`config.mk`:
```
export PLATFORM = sky130hd
export DESIGN_NAME = seq_divider_16by8_flat
export DESIGN_NICKNAME = d
export VERILOG_FILES = /design/src/rtl/seq_divider_16by8_if.sv /design/src/rtl/seq_divider_16by8.sv /design/src/flat_wrapper.sv
export SDC_FILE = /design/constraint.sdc
export NUM_CORES = 1
export LEC_CHECK = 0
export CORE_UTILIZATION = 39
export CTS_BUF_LIST = sky130_fd_sc_hd__clkbuf_2
export CTS_CLUSTER_DIAMETER = 30
export CTS_CLUSTER_SIZE = 40
export DETAILED_ROUTE_END_ITERATION = 10
export PLACE_DENSITY = 0.64
export REMOVE_ABC_BUFFERS = 1
export SLEW_MARGIN = 5
export SYNTH_ARGS = -nofsm -noshare
export SYNTH_HDL_FRONTEND = slang
export SYNTH_SLANG_ARGS = --single-unit
```
`constraint.sdc`:
```
create_clock -name clk -period 3 [get_ports clk]
set_clock_uncertainty 0.2 [all_clocks]
set_input_delay 0.45 -clock clk [delete_from_list [all_inputs] [get_ports clk]]
set_output_delay 0.45 -clock clk [all_outputs]
set_load 0.05 [all_outputs]
```
`src/rtl/seq_divider_16by8_if.sv`:
```
// Start/done handshake and operand/result bundle for seq_divider_16by8.
interface seq_divider_16by8_if #(
    parameter int DIVIDEND_W = 16,
    parameter int DIVISOR_W  = 8
);
    logic                  start;
    logic [DIVIDEND_W-1:0] dividend;
    logic [DIVISOR_W-1:0]  divisor;
    logic                  busy;
    logic                  done;
    logic [DIVIDEND_W-1:0] quotient;
    logic [DIVISOR_W-1:0]  remainder;
    logic                  div_by_zero;

    modport master (
        output start, dividend, divisor,
        input  busy, done, quotient, remainder, div_by_zero
    );

    modport slave (
        input  start, dividend, divisor,
        output busy, done, quotient, remainder, div_by_zero
    );
endinterface

```
`src/rtl/seq_divider_16by8.sv`:
```
// Sequential restoring divider, one quotient bit per clock, start/done handshake.
// Optional early divide-by-zero completion: define SEQ_DIVIDER_DIV_BY_ZERO_EN.
module seq_divider_16by8 #(
    parameter int DIVIDEND_W = 16,
    parameter int DIVISOR_W  = 8
) (
    input  logic               clk,
    input  logic               rst_n,
    seq_divider_16by8_if.slave bus
);
    localparam int CNT_W = (DIVIDEND_W > 1) ? $clog2(DIVIDEND_W) : 1;

    typedef enum logic [1:0] {
        IDLE = 2'd0,
        RUN  = 2'd1,
        DONE = 2'd2
    } state_t;

    state_t                state, state_nxt;
    logic [CNT_W-1:0]      cnt;
    logic [DIVISOR_W:0]    r_reg;
    logic [DIVIDEND_W-1:0] q_reg;
    logic [DIVISOR_W-1:0]  d_reg;
    logic                  busy_r, done_r;
    logic [DIVIDEND_W-1:0] quotient_r;
    logic [DIVISOR_W-1:0]  remainder_r;
    logic                  load, iterate, finish;
    logic                  dz_early;

    // One restoring step on the current partial remainder / quotient pair.
    logic [DIVISOR_W:0]    r_sh;
    logic [DIVISOR_W+1:0]  t;
    logic                  ge;
    logic [DIVISOR_W:0]    r_it;
    logic [DIVIDEND_W-1:0] q_it;

    assign r_sh = {r_reg[DIVISOR_W-1:0], q_reg[DIVIDEND_W-1]};
    assign t    = {1'b0, r_sh} - {2'b00, d_reg};
    assign ge   = ~t[DIVISOR_W+1];
    assign r_it = ge ? t[DIVISOR_W:0] : r_sh;
    assign q_it = {q_reg[DIVIDEND_W-2:0], ge};

`ifdef SEQ_DIVIDER_DIV_BY_ZERO_EN
    logic dz_reg;
    logic dbz_r;
    assign dz_early = dz_reg;
`else
    assign dz_early = 1'b0;
`endif

    always_ff @(posedge clk or negedge rst_n) begin
        if (!rst_n) begin
            state <= IDLE;
        end else begin
            state <= state_nxt;
        end
    end

    always_comb begin
        state_nxt = state;
        load      = 1'b0;
        iterate   = 1'b0;
        finish    = 1'b0;
        case (state)
            IDLE: begin
                if (bus.start) begin
                    state_nxt = RUN;
                    load      = 1'b1;
                end
            end
            RUN: begin
                iterate = 1'b1;
                if (cnt == '0 || dz_early) begin
                    state_nxt = DONE;
                    finish    = 1'b1;
                end
            end
            DONE: begin
                if (bus.start) begin
                    state_nxt = RUN;
                    load      = 1'b1;
                end else begin
                    state_nxt = IDLE;
                end
            end
            default: state_nxt = IDLE;
        endcase
    end

    always_ff @(posedge clk or negedge rst_n) begin
        if (!rst_n) begin
            cnt         <= '0;
            r_reg       <= '0;
            q_reg       <= '0;
            d_reg       <= '0;
            busy_r      <= 1'b0;
            done_r      <= 1'b0;
            quotient_r  <= '0;
            remainder_r <= '0;
        end else begin
            busy_r <= (state_nxt == RUN);
            done_r <= (state_nxt == DONE);
            if (load) begin
                d_reg <= bus.divisor;
                q_reg <= bus.dividend;
                r_reg <= '0;
                cnt   <= CNT_W'(DIVIDEND_W - 1);
            end else if (iterate) begin
                q_reg <= q_it;
                r_reg <= r_it;
                if (cnt != '0) begin
                    cnt <= cnt - 1'b1;
                end
            end
            if (finish) begin
                if (dz_early) begin
                    // q_reg still holds the untouched dividend on the early exit.
                    quotient_r  <= '1;
                    remainder_r <= q_reg[DIVISOR_W-1:0];
                end else begin
                    quotient_r  <= q_it;
                    remainder_r <= r_it[DIVISOR_W-1:0];
                end
            end
        end
    end

`ifdef SEQ_DIVIDER_DIV_BY_ZERO_EN
    always_ff @(posedge clk or negedge rst_n) begin
        if (!rst_n) begin
            dz_reg <= 1'b0;
            dbz_r  <= 1'b0;
        end else begin
            if (load) begin
                dz_reg <= (bus.divisor == '0);
            end
            if (finish) begin
                dbz_r <= dz_reg;
            end
        end
    end
    assign bus.div_by_zero = dbz_r;
`else
    assign bus.div_by_zero = 1'b0;
`endif

    assign bus.busy      = busy_r;
    assign bus.done      = done_r;
    assign bus.quotient  = quotient_r;
    assign bus.remainder = remainder_r;
endmodule

```
`src/flat_wrapper.sv`:
```
// flat-port wrapper written by rule: the top's interface ports become plain ports
module seq_divider_16by8_flat 
#(
    parameter int DIVIDEND_W = 16,
    parameter int DIVISOR_W  = 8
)
  (clk, rst_n, bus_start, bus_dividend, bus_divisor, bus_busy, bus_done, bus_quotient, bus_remainder, bus_div_by_zero);
  seq_divider_16by8_if #(.DIVIDEND_W(DIVIDEND_W), .DIVISOR_W(DIVISOR_W)) bus_i ();
  input  logic clk;
  input  logic rst_n;
  input wire logic [$bits(bus_i.start)-1:0] bus_start;
  input wire logic [$bits(bus_i.dividend)-1:0] bus_dividend;
  input wire logic [$bits(bus_i.divisor)-1:0] bus_divisor;
  output wire logic [$bits(bus_i.busy)-1:0] bus_busy;
  output wire logic [$bits(bus_i.done)-1:0] bus_done;
  output wire logic [$bits(bus_i.quotient)-1:0] bus_quotient;
  output wire logic [$bits(bus_i.remainder)-1:0] bus_remainder;
  output wire logic [$bits(bus_i.div_by_zero)-1:0] bus_div_by_zero;
  assign bus_i.start = bus_start;
  assign bus_i.dividend = bus_dividend;
  assign bus_i.divisor = bus_divisor;
  assign bus_busy = bus_i.busy;
  assign bus_done = bus_i.done;
  assign bus_quotient = bus_i.quotient;
  assign bus_remainder = bus_i.remainder;
  assign bus_div_by_zero = bus_i.div_by_zero;
  seq_divider_16by8 #(.DIVIDEND_W(DIVIDEND_W), .DIVISOR_W(DIVISOR_W)) u_core (.clk(clk), .rst_n(rst_n), .bus(bus_i));
endmodule
```
Yosys cells after proc, flatten, opt, wreduce, memory -nomap -nowiden
Cells that the tools add are included.
- reduce and logical (&&, ||, !) cells: 7
- equality and inequality tests: 4
- add/subtract/negate cells: 2
- mux-type cells: 17
- bitwise gates (word level): 1
- operators by type and width (operator ; count):
    $mux 16 ; 2
    $mux 8 ; 3
    $mux 4 ; 3
    $sub 9x8->10 ; 1
    $mux 1 ; 6
    $pmux 2 s3 ; 1
    $eq 2x1->1 const B ; 2
    $eq 2x2->1 const B ; 2
    $logic_not 4->1 ; 1
    $mux 2 ; 2
    $reduce_bool 2->1 ; 2
    $reduce_bool 4->1 ; 1
    $sub 4x1->4 const B ; 1
    $logic_not 2->1 ; 1
    $reduce_and 2->1 ; 1
    $reduce_or 2->1 ; 1
    $not 1->1 ; 1
- register bits after elaboration: 64
- logic and storage cells: 40
- output and inout port bits: 27

Depth between registers and ports, before layout
Gate-level depths: netlist of the first run.
- depth in word-level cells: 5
- depth in mapped cells: 9
- gate-level depth less buffers: 8

Worst setup path after synthesis of the first run
No wires, ideal clock.
- kind: register to register
- start: register u_core.r_reg[5]
- end: register u_core.remainder_r[1] (netlist: u_core.bus.remainder[1])
- buffers on the path: 2
- cell stages (with the launch flop): 9
- slack: 0.822 ns
- arrival: 1.854 ns
- required time: 2.675 ns
- cells stage by stage: dfrtp_1 -> ha_1 -> buf_4 -> nand4_2 -> a2111oi_4 -> or2_1 -> buf_6 -> a21oi_2 -> mux2_2
- longest elaborated chain between the ends: 2
- RTL lines (item ; RTL line ; text):
    start, declared ; seq_divider_16by8.sv:21 ; logic [DIVISOR_W:0] r_reg;
    start signal, assigned ; seq_divider_16by8.sv:110 ; r_reg <= r_it;
    $sub 9x8->10 ; seq_divider_16by8.sv:38 ; assign t = {1'b0, r_sh} - {2'b00, d_reg};
    $mux 8 ; seq_divider_16by8.sv:40 ; assign r_it = ge ? t[DIVISOR_W:0] : r_sh;
    end signal, assigned ; seq_divider_16by8.sv:119 ; remainder_r <= q_reg[DIVISOR_W-1:0];
    end signal, assigned ; seq_divider_16by8.sv:122 ; remainder_r <= r_it[DIVISOR_W-1:0];
    end, declared ; seq_divider_16by8.sv:26 ; logic [DIVISOR_W-1:0] remainder_r;
Every way passes these cells.
A chain may end at the register's enable or synchronous reset.

Worst setup path in the final report of the first run
- start: register u_core.r_reg[5]
- end: register u_core.remainder_r[4] (netlist: u_core.bus.remainder[4])
Same word-level chain as after synthesis.

==> results of run 1 <==
==> worst paths after layout <==
check / start / endpoint / slack, ns / depth (start not counted)
max in group asynchronous: rst_n / u_core.r_reg[2]$_DFFE_PN0P_ / 1.62 / 3
max reg2reg: u_core.r_reg[5]$_DFFE_PN0P_ / u_core.bus.remainder[4]$_DFFE_PN0P_ / 0.37 / 6
max: u_core.r_reg[5]$_DFFE_PN0P_ / u_core.bus.remainder[4]$_DFFE_PN0P_ / 0.37 / 6
min reg2reg: u_core.bus.quotient[13]$_DFFE_PN0P_ / u_core.bus.quotient[13]$_DFFE_PN0P_ / 0.29 / 2
min: u_core.bus.quotient[13]$_DFFE_PN0P_ / u_core.bus.quotient[13]$_DFFE_PN0P_ / 0.29 / 2
min in group asynchronous: rst_n / u_core.bus.quotient[12]$_DFFE_PN0P_ / 0.33 / 2
==> metal layers <==
| layer | vias up | GRT usage | part of all wire |
|---|---|---|---|
| li1 | 1170 | - | - |
| met1 | 1108 | 0.245 | 0.47 |
| met2 | 57 | 0.276 | 0.47 |
| met3 | 9 | 0.0283 | 0.046 |
| met4 | 0 | 0.0779 | 0.014 |
| met5 | - | 0 | 0 |
==> cell usage after synthesis, drive strengths merged (3+ instances only) <==
cell and instances:
nor2 10, a21oi 13, ha 9, nor3 5
a22oi 15, o21ai 21, or2 4, nand2b 4
clkbuf 10, mux2i 4, dfrtp 64, mux2 3
nand2 97, buf 5, inv 15, nor2b 5
==> per-stage QoR <==
| stage | total power, W | setup slack (ns) | util | cells | area [µm²] |
|---|---|---|---|---|---|
| final | 0.00472 | 0.371 | 0.513 | 472 | 3760 |
| after global routing | 0.00509 | 0.172 | 0.513 | 472 | 3760 |
| after CTS | 0.00477 | 0.362 | 0.513 | 472 | 3760 |
| after global placement | 0.00413 | 0.464 | 0.495 | 456 | 3630 |
| after floorplan | 0.00345 | 0.0438 | - | 298 | 2920 |
| after detailed placement | 0.00419 | 0.398 | 0.495 | 456 | 3630 |
==> power by group through the flow <==
stage / registers [W] / clock network [W] / logic [W]
after global routing: 0.00155 / 0.000612 / 0.00293
after detailed placement: 0.00152 / 0 / 0.00267
after global placement: 0.00151 / 0 / 0.00262
final: 0.00150 / 0.000561 / 0.00266
after floorplan: 0.00189 / 0 / 0.00156
after CTS: 0.00150 / 0.000585 / 0.00269
==> logic make-up (layout without fill, tap and decap cells) <==
kind of cell / after synthesis / count (layout) / synth area share
other cells: 1 / 1 / 0.00125
simple gates: 130 / 130 / 0.183
flops: 64 / 64 / 0.535
fa+ha+maj: 10 / 10 / 0.0443
mux: 7 / 7 / 0.0247
compound gates: 67 / 67 / 0.158
xor+xnor: 4 / 4 / 0.0117
buf+inv: 30 / 90 / 0.0426
==> worst reg2reg max path: stages (launching register included) <==
cell and delay (ns):
dfrtp_1 0.44, ha_1 0.48, nand4_2 0.18, a2111oi_4 0.40, or2_1 0.43, mux2i_1 0.31, o21ai_1 0.09
==> cell type report <==
| type | instances | area, µm² | share of cell area |
|---|---|---|---|
| sequential | 64 | 1600 | 0.426 |
| multi-input combinational | 219 | 1270 | 0.337 |
| timing repair buffer | 60 | 591 | 0.157 |
| tap | 99 | 124 | 0.0329 |
| clock inverter | 5 | 72.6 | 0.0193 |
| inverter | 15 | 56.3 | 0.0150 |
| clock buffer | 10 | 50.0 | 0.0133 |
==> metrics.txt, run 1 <==
status complete, no violations; ys async rst share 1.00; final-layout fill cell count 671; gpl congestion 0.775; fin crit share 0.876; switching power 0.00216 W; Final Max Tran Viols 0; Leak 1.75 nW; core area 7330 µm²; Internal 0.00256 W; Synth Instances 313; Power Density 1250 nW/µm²; GR Util All Layers 0.177; largest net degree at the start of global routing 37; sequence of cells on the critical path ha_1 > nand4_2 > a2111oi_4 > or2_1 > mux2i_1 > o21ai_1; fraction of layout cells with a size suffix above 1 0.102; total CTS buffers 9; critical path type reg2reg; combinational power share 0.564; switch share 0.458; predominant post-synthesis flop cell dfrtp_1; PortBufs 52; CTS tree yes; vias in the first global route 2221; htree depth 3; CP max FO 10; WP buf/inv 0; Synth Register Bits 64; Skew-Pair Late Insertion Delay 0.46 ns; number of flops mapped to enable cells by yosys 0; global-route wire length before repair 10600 µm; Ports 54; sequential power share 0.317; cell family with most CP delay simple AND/OR/NAND/NOR gates; CTS Hold Bufs 1; post-cts resize count 0; Iter 0 DRT Violations 70; CP Data Required Time 3.15 ns; CP startpoint kind register; final setup TNS 0 ns; Tmin final 2.63 ns; drt total wl 6550 µm; Starting Density 0.408; die area 8030 µm²; final hold slack 0.292 ns; Ant. Diodes 0; Synth cell types 43; Area contributors post-synth dfrtp_1, nand2_1, a22oi_1, ha_1, o21ai_0; relative slew slack 0.537; clock root cell clkbuf_2; area leader, netlist dfrtp_1; final hold violation count 0; chip width 89.6 µm; Via density 4.97; Critical-path top delay cell ha_1; FMAX 380 MHz; DRC Markers 0; Crit. End Element register; top cell type's share of synthesized area 0.535; Worst EP arrival 2.78 ns; Final setup viols 0; slowest stage delay, CP 0.48 ns; Seq/Total Area, Yosys 0.535; Peak VDD IR 0.396 mV; vias 2344; GR Overflow Total 0; routed length per instance 13.9 µm; Layout Nets 406; clock buffer depth 2; clock power share 0.119; YS warnings 0; most common cell after layout, fill and taps aside nand2_1; Die Y 89.6 µm; max-cap check violation count 0; row count 31; postcts setup bufs 0; cell area after synthesis 2990 µm²; clock-pin transition on the worst setup and hold timing paths 0.17 ns; RSZ-0062 raised after global routing false; most frequent cells in the layout nand2_1, dfrtp_1, clkdlybuf4s50_1; dpl hpwl 4530 µm; Worst Tran Pin Value 0.695 ns; Area growth syn-to-layout 25.8%; Antenna Violating Nets Remaining 0; Clock Sink Count 64; min-delay worst type reg2reg; Synth Area per Inst 9.56 µm²; Pre-antenna DRT Iters 4; initial antenna violation count 0
No activity file was read; power rests on OpenSTA's default activity.
==> run 2, diff against run 1 <==
==> constraint.sdc (replaced) <==
create_clock -name clk -period 3.34 [get_ports clk]
set_clock_uncertainty 0.2 [all_clocks]
set_input_delay 0.835 -clock clk [delete_from_list [all_inputs] [get_ports clk]]
set_output_delay 0.835 -clock clk [all_outputs]
set_load 0.05 [all_outputs]
==> run 2 against run 1 <==
  * Sequential share of layout area decreased by 0.25 points
  * Utilization grew 0.31 points
  * First-iteration DRC count up 60%
  * Power down 8.2%
  * Final area increased by 0.60%
  * Routed wire length decreased by 2.2%
  * Global-route usage grew 0.10 points
  * Setup slack improved by 0.20 ns
  * Clock-buffer cell count fell by 1
  * Via count is 0.55% lower
  * Combinational power fell by 10%
  * Critical endpoint is now bus_remainder[3]
  * Largest cell class unchanged
==> metrics.txt, run 2 (same netlist as run 1, synthesis figures left out) <==
Area growth syn-to-layout 26.5%; switch share 0.453; fin crit share 0.828; Iter 0 DRT Violations 112; CP Data Required Time 2.30 ns; critical path type reg2out; Final Max Tran Viols 0; Reg2Reg Depth 6; CTS tree yes; reg2reg start u_core.r_reg[5]$_DFFE_PN0P_; vias 2331; global-route wire length before repair 10600 µm; Peak VDD IR 0.402 mV; Layout Nets 405; post-cts resize count 0; max-cap check violation count 0; relative slew slack 0.665; clock-pin transition on the worst setup and hold timing paths 0.18 ns; start point of the critical path u_core.bus.remainder[3]$_DFFE_PN0P_; Worst Tran Pin Value 0.501 ns; sequential power share 0.310; GR Overflow Total 0; clock power share 0.140; core occupancy in the finished layout 0.516; PortBufs 52; slowest stage delay, CP 0.81 ns; FMAX 362 MHz; routed length per instance 13.6 µm; Internal 0.00237 W; GR peak layer met2; GR Util All Layers 0.178; Tmin final 2.77 ns; clock root cell clkbuf_2; Ant. Diodes 0; Critical-path top delay cell clkdlybuf4s50_1; DRC Markers 0; clock buffer depth 2; CP startpoint kind register; met1 Resource Use GR 0.239; most common cell after layout, fill and taps aside nand2_1; CTS Hold Bufs 0; Die Y 89.6 µm; met3 usage 0.0439; Leak 1.75 nW; total CTS buffers 9; met2 usage 0.282; status complete, no violations; CP max FO 2; initial antenna violation count 0; fraction of layout cells with a size suffix above 1 0.105; R2R Setup Slk 0.71 ns; Reg-to-Reg End u_core.r_reg[6]$_DFFE_PN0P_; sequence of cells on the critical path clkdlybuf4s50_1; Power Density 1140 nW/µm²; Antenna Violating Nets Remaining 0; Starting Density 0.408; min-delay worst type in2async; vias in the first global route 2249; switching power 0.00196 W; Final setup viols 0; Pre-antenna DRT Iters 5; core area 7330 µm²; chip width 89.6 µm; postcts setup bufs 0; htree depth 3; WP buf/inv 1; largest net degree at the start of global routing 65; RSZ-0062 raised after global routing false; Via density 4.94; Worst EP arrival 1.73 ns; Clock Sink Count 64; dpl hpwl 4350 µm; row count 31; combinational power share 0.550; cell family with most CP delay buffers and inverters; Skew-Pair Late Insertion Delay 0.49 ns; drt total wl 6400 µm; die area 8030 µm²; final hold violation count 0; Ports 54; gpl congestion 0.791; Crit. End Element output port; most frequent cells in the layout nand2_1, dfrtp_1, clkdlybuf4s50_1; final setup TNS 0 ns
run 2: area by class of cell:
class	count	area [µm²]
clock buffer	9	45.0
multi-input combinational	219	1270
timing repair buffer	59	581
tap	99	124
clock inverter	7	110
inverter	15	56.3
sequential	64	1600
fill	687	3540
run 2: worst max path at each step:
| stage | to | depth (start not counted) |
|---|---|---|
| final | bus_remainder[3] | 1 |
| after global routing | bus_remainder[3] | 1 |
| after CTS | bus_remainder[3] | 1 |
| after floorplan | u_core.r_reg[0]$_DFFE_PN0P_ | 3 |
| after global placement | u_core.bus.remainder[1]$_DFFE_PN0P_ | 6 |
| after detailed placement | u_core.r_reg[6]$_DFFE_PN0P_ | 6 |
run 2: through the flow:
step                      std cells  setup slack, ns  total power, W  hold WS [ns]  area (µm²)
after floorplan                 298           0.0228         0.00310         0.251        2920
after global placement          456            0.806         0.00371         0.257        3630
after detailed placement        456            0.761         0.00376         0.261        3630
after CTS                       472            0.530         0.00437        0.0931        3790
after global routing            472            0.487         0.00468        0.0911        3790
final                           472            0.574         0.00433         0.100        3790
run 2: power groups by stage:
stage,clock (W),combinational (W),sequential (W)
CTS,0.000622,0.00241,0.00135
detailed placement,0,0.00240,0.00136
finish,0.000605,0.00239,0.00134
floorplan,0,0.00140,0.00170
global placement,0,0.00235,0.00136
global route,0.000642,0.00265,0.00139
run 2: routing by layer:
layer  part of all wire  up-vias
met2               0.46       49
met4              0.011        0
met5                  0        -
li1                   -     1167
met1               0.49     1108
met3              0.039        7
==> run 3, diff against run 2 <==
Clock period 3.34 ns to 2.65 ns, I/O delays scaled along.
==> run 3 against run 2 <==
  * Final area fell by 0.86%
  * Die area did not move
  * Final cell count rose by 0.42%
  * Largest cell class unchanged
  * Highest routed layer unchanged
==> metrics.txt, run 3 (same netlist as run 1, synthesis figures left out) <==
final hold violation count 0; CTS tree yes; Finished Cell Area 3750 µm²; worst hold stages 2; chip width 89.6 µm; core occupancy in the finished layout 0.512; CP startpoint kind register; RSZ-0062 raised after global routing false; Ports 54; Hold EP u_core.bus.quotient[13]$_DFFE_PN0P_; Iter 0 DRT Violations 133; Reg2Reg Depth 8; Ant. Diodes 0; cell area after placement 3640 µm²; hold_sp u_core.q_reg[12]$_DFFE_PN0P_; Layout Nets 407; Die Y 89.6 µm; postcts setup bufs 0; min-delay worst type reg2reg; Peak VDD IR 0.506 mV; total CTS buffers 9; cell family with most CP delay buffers and inverters; Clock Sink Count 64; vias 2384; critical path type reg2out; CP Depth 1; status complete, no violations; Worst EP arrival 1.67 ns; Power Density 1410 nW/µm²; Area growth syn-to-layout 25.4%; sequence of cells on the critical path clkdlybuf4s50_1; drt total wl 6600 µm; Skew-Pair Late Insertion Delay 0.45 ns; Reg-to-Reg End u_core.r_reg[6]$_DFFE_PN0P_; largest net degree at the start of global routing 42; dpl hpwl 4600 µm; slowest stage delay, CP 0.81 ns; clock buffer depth 2; row count 31; Pre-antenna DRT Iters 4; global-route wire length before repair 10800 µm; R2R Setup Slk 0.24 ns; Worst Tran Pin Value 0.577 ns; routed length per instance 13.9 µm; PortBufs 52; Final Max Tran Viols 0; clock-pin transition on the worst setup and hold timing paths 0.18 ns; most common cell after layout, fill and taps aside nand2_1; relative slew slack 0.615; gpl congestion 0.769; Leak 1.75 nW; GR Overflow Total 0; most frequent cells in the layout nand2_1, dfrtp_1, clkdlybuf4s50_1; Tmin final 2.53 ns; core area 7330 µm²; WP buf/inv 1; FMAX 395 MHz; initial antenna violation count 0; Final setup viols 0; die area 8030 µm²; Antenna Violating Nets Remaining 0; GR Util All Layers 0.182; Starting Density 0.408; fin crit share 0.956; CP Data Required Time 1.79 ns; DRC Markers 0; Via density 5.03; vias in the first global route 2173; Crit. End Element output port; Final Power 0.00531 W; Critical-path top delay cell clkdlybuf4s50_1; max-cap check violation count 0; fraction of layout cells with a size suffix above 1 0.109; CP max FO 2; clock root cell clkbuf_2; htree depth 3; reg2reg start u_core.q_reg[15]$_DFFE_PN0P_
[run 3: routing by layer]
layer / track usage / part of all wire / up-vias
met5: 0 / 0 / -
met4: 0.0649 / 0.011 / 0
met3: 0.0283 / 0.031 / 6
met2: 0.272 / 0.47 / 50
met1: 0.268 / 0.49 / 1152
li1: - / - / 1176
[run 3: report_power, final]
group          switching (W)  internal [W]
logic                0.00186       0.00120
registers           0.000288       0.00141
clock network       0.000331      0.000218
[run 3: worst max-delay path by stage]
stage	slack (ns)	to	start
after CTS	0.06	bus_remainder[1]	u_core.bus.remainder[1]$_DFFE_PN0P_
after global placement	0.20	u_core.bus.remainder[1]$_DFFE_PN0P_	u_core.r_reg[5]$_DFFE_PN0P_
final	0.12	bus_remainder[3]	u_core.bus.remainder[3]$_DFFE_PN0P_
after detailed placement	0.17	u_core.bus.remainder[1]$_DFFE_PN0P_	u_core.r_reg[5]$_DFFE_PN0P_
after floorplan	-0.49	u_core.r_reg[0]$_DFFE_PN0P_	bus_start
after global routing	0.02	bus_remainder[1]	u_core.bus.remainder[1]$_DFFE_PN0P_
[run 3: per-stage QoR]
step / TNS [ns] / instances / setup slack, ns / hold WS (ns)
after floorplan: -9.47 / 298 / -0.495 / 0.167
after CTS: 0 / 474 / 0.0632 / 0.300
after detailed placement: 0 / 457 / 0.171 / 0.262
final: 0 / 474 / 0.117 / 0.295
after global placement: 0 / 457 / 0.199 / 0.256
after global routing: 0 / 474 / 0.0231 / 0.321
[run 3: area by class of cell]
| cell class | instances | area [µm²] |
|---|---|---|
| fillers | 685 | 3580 |
| flip-flops and latches | 64 | 1600 |
| multi-input cells | 219 | 1270 |
| repair buffers | 61 | 598 |
| well taps | 99 | 124 |
| inverters | 15 | 56.3 |
| clock buffers | 11 | 55.1 |
| clock inverters | 5 | 47.5 |
[run 3: timing repair]
action | in CTS | in global routing
hold buffers | 1 | 0
endpoints found under the hold margin | 23 | 0
setup endpoints to repair | 0 | 8
gates resized for setup | 0 | 1
[run 3: tightest hold or removal path, cell delays in order, from the launching register on]
cell	delay (ns)
dfrtp_1	0.40
nand2_1	0.06
nand2_1	0.05
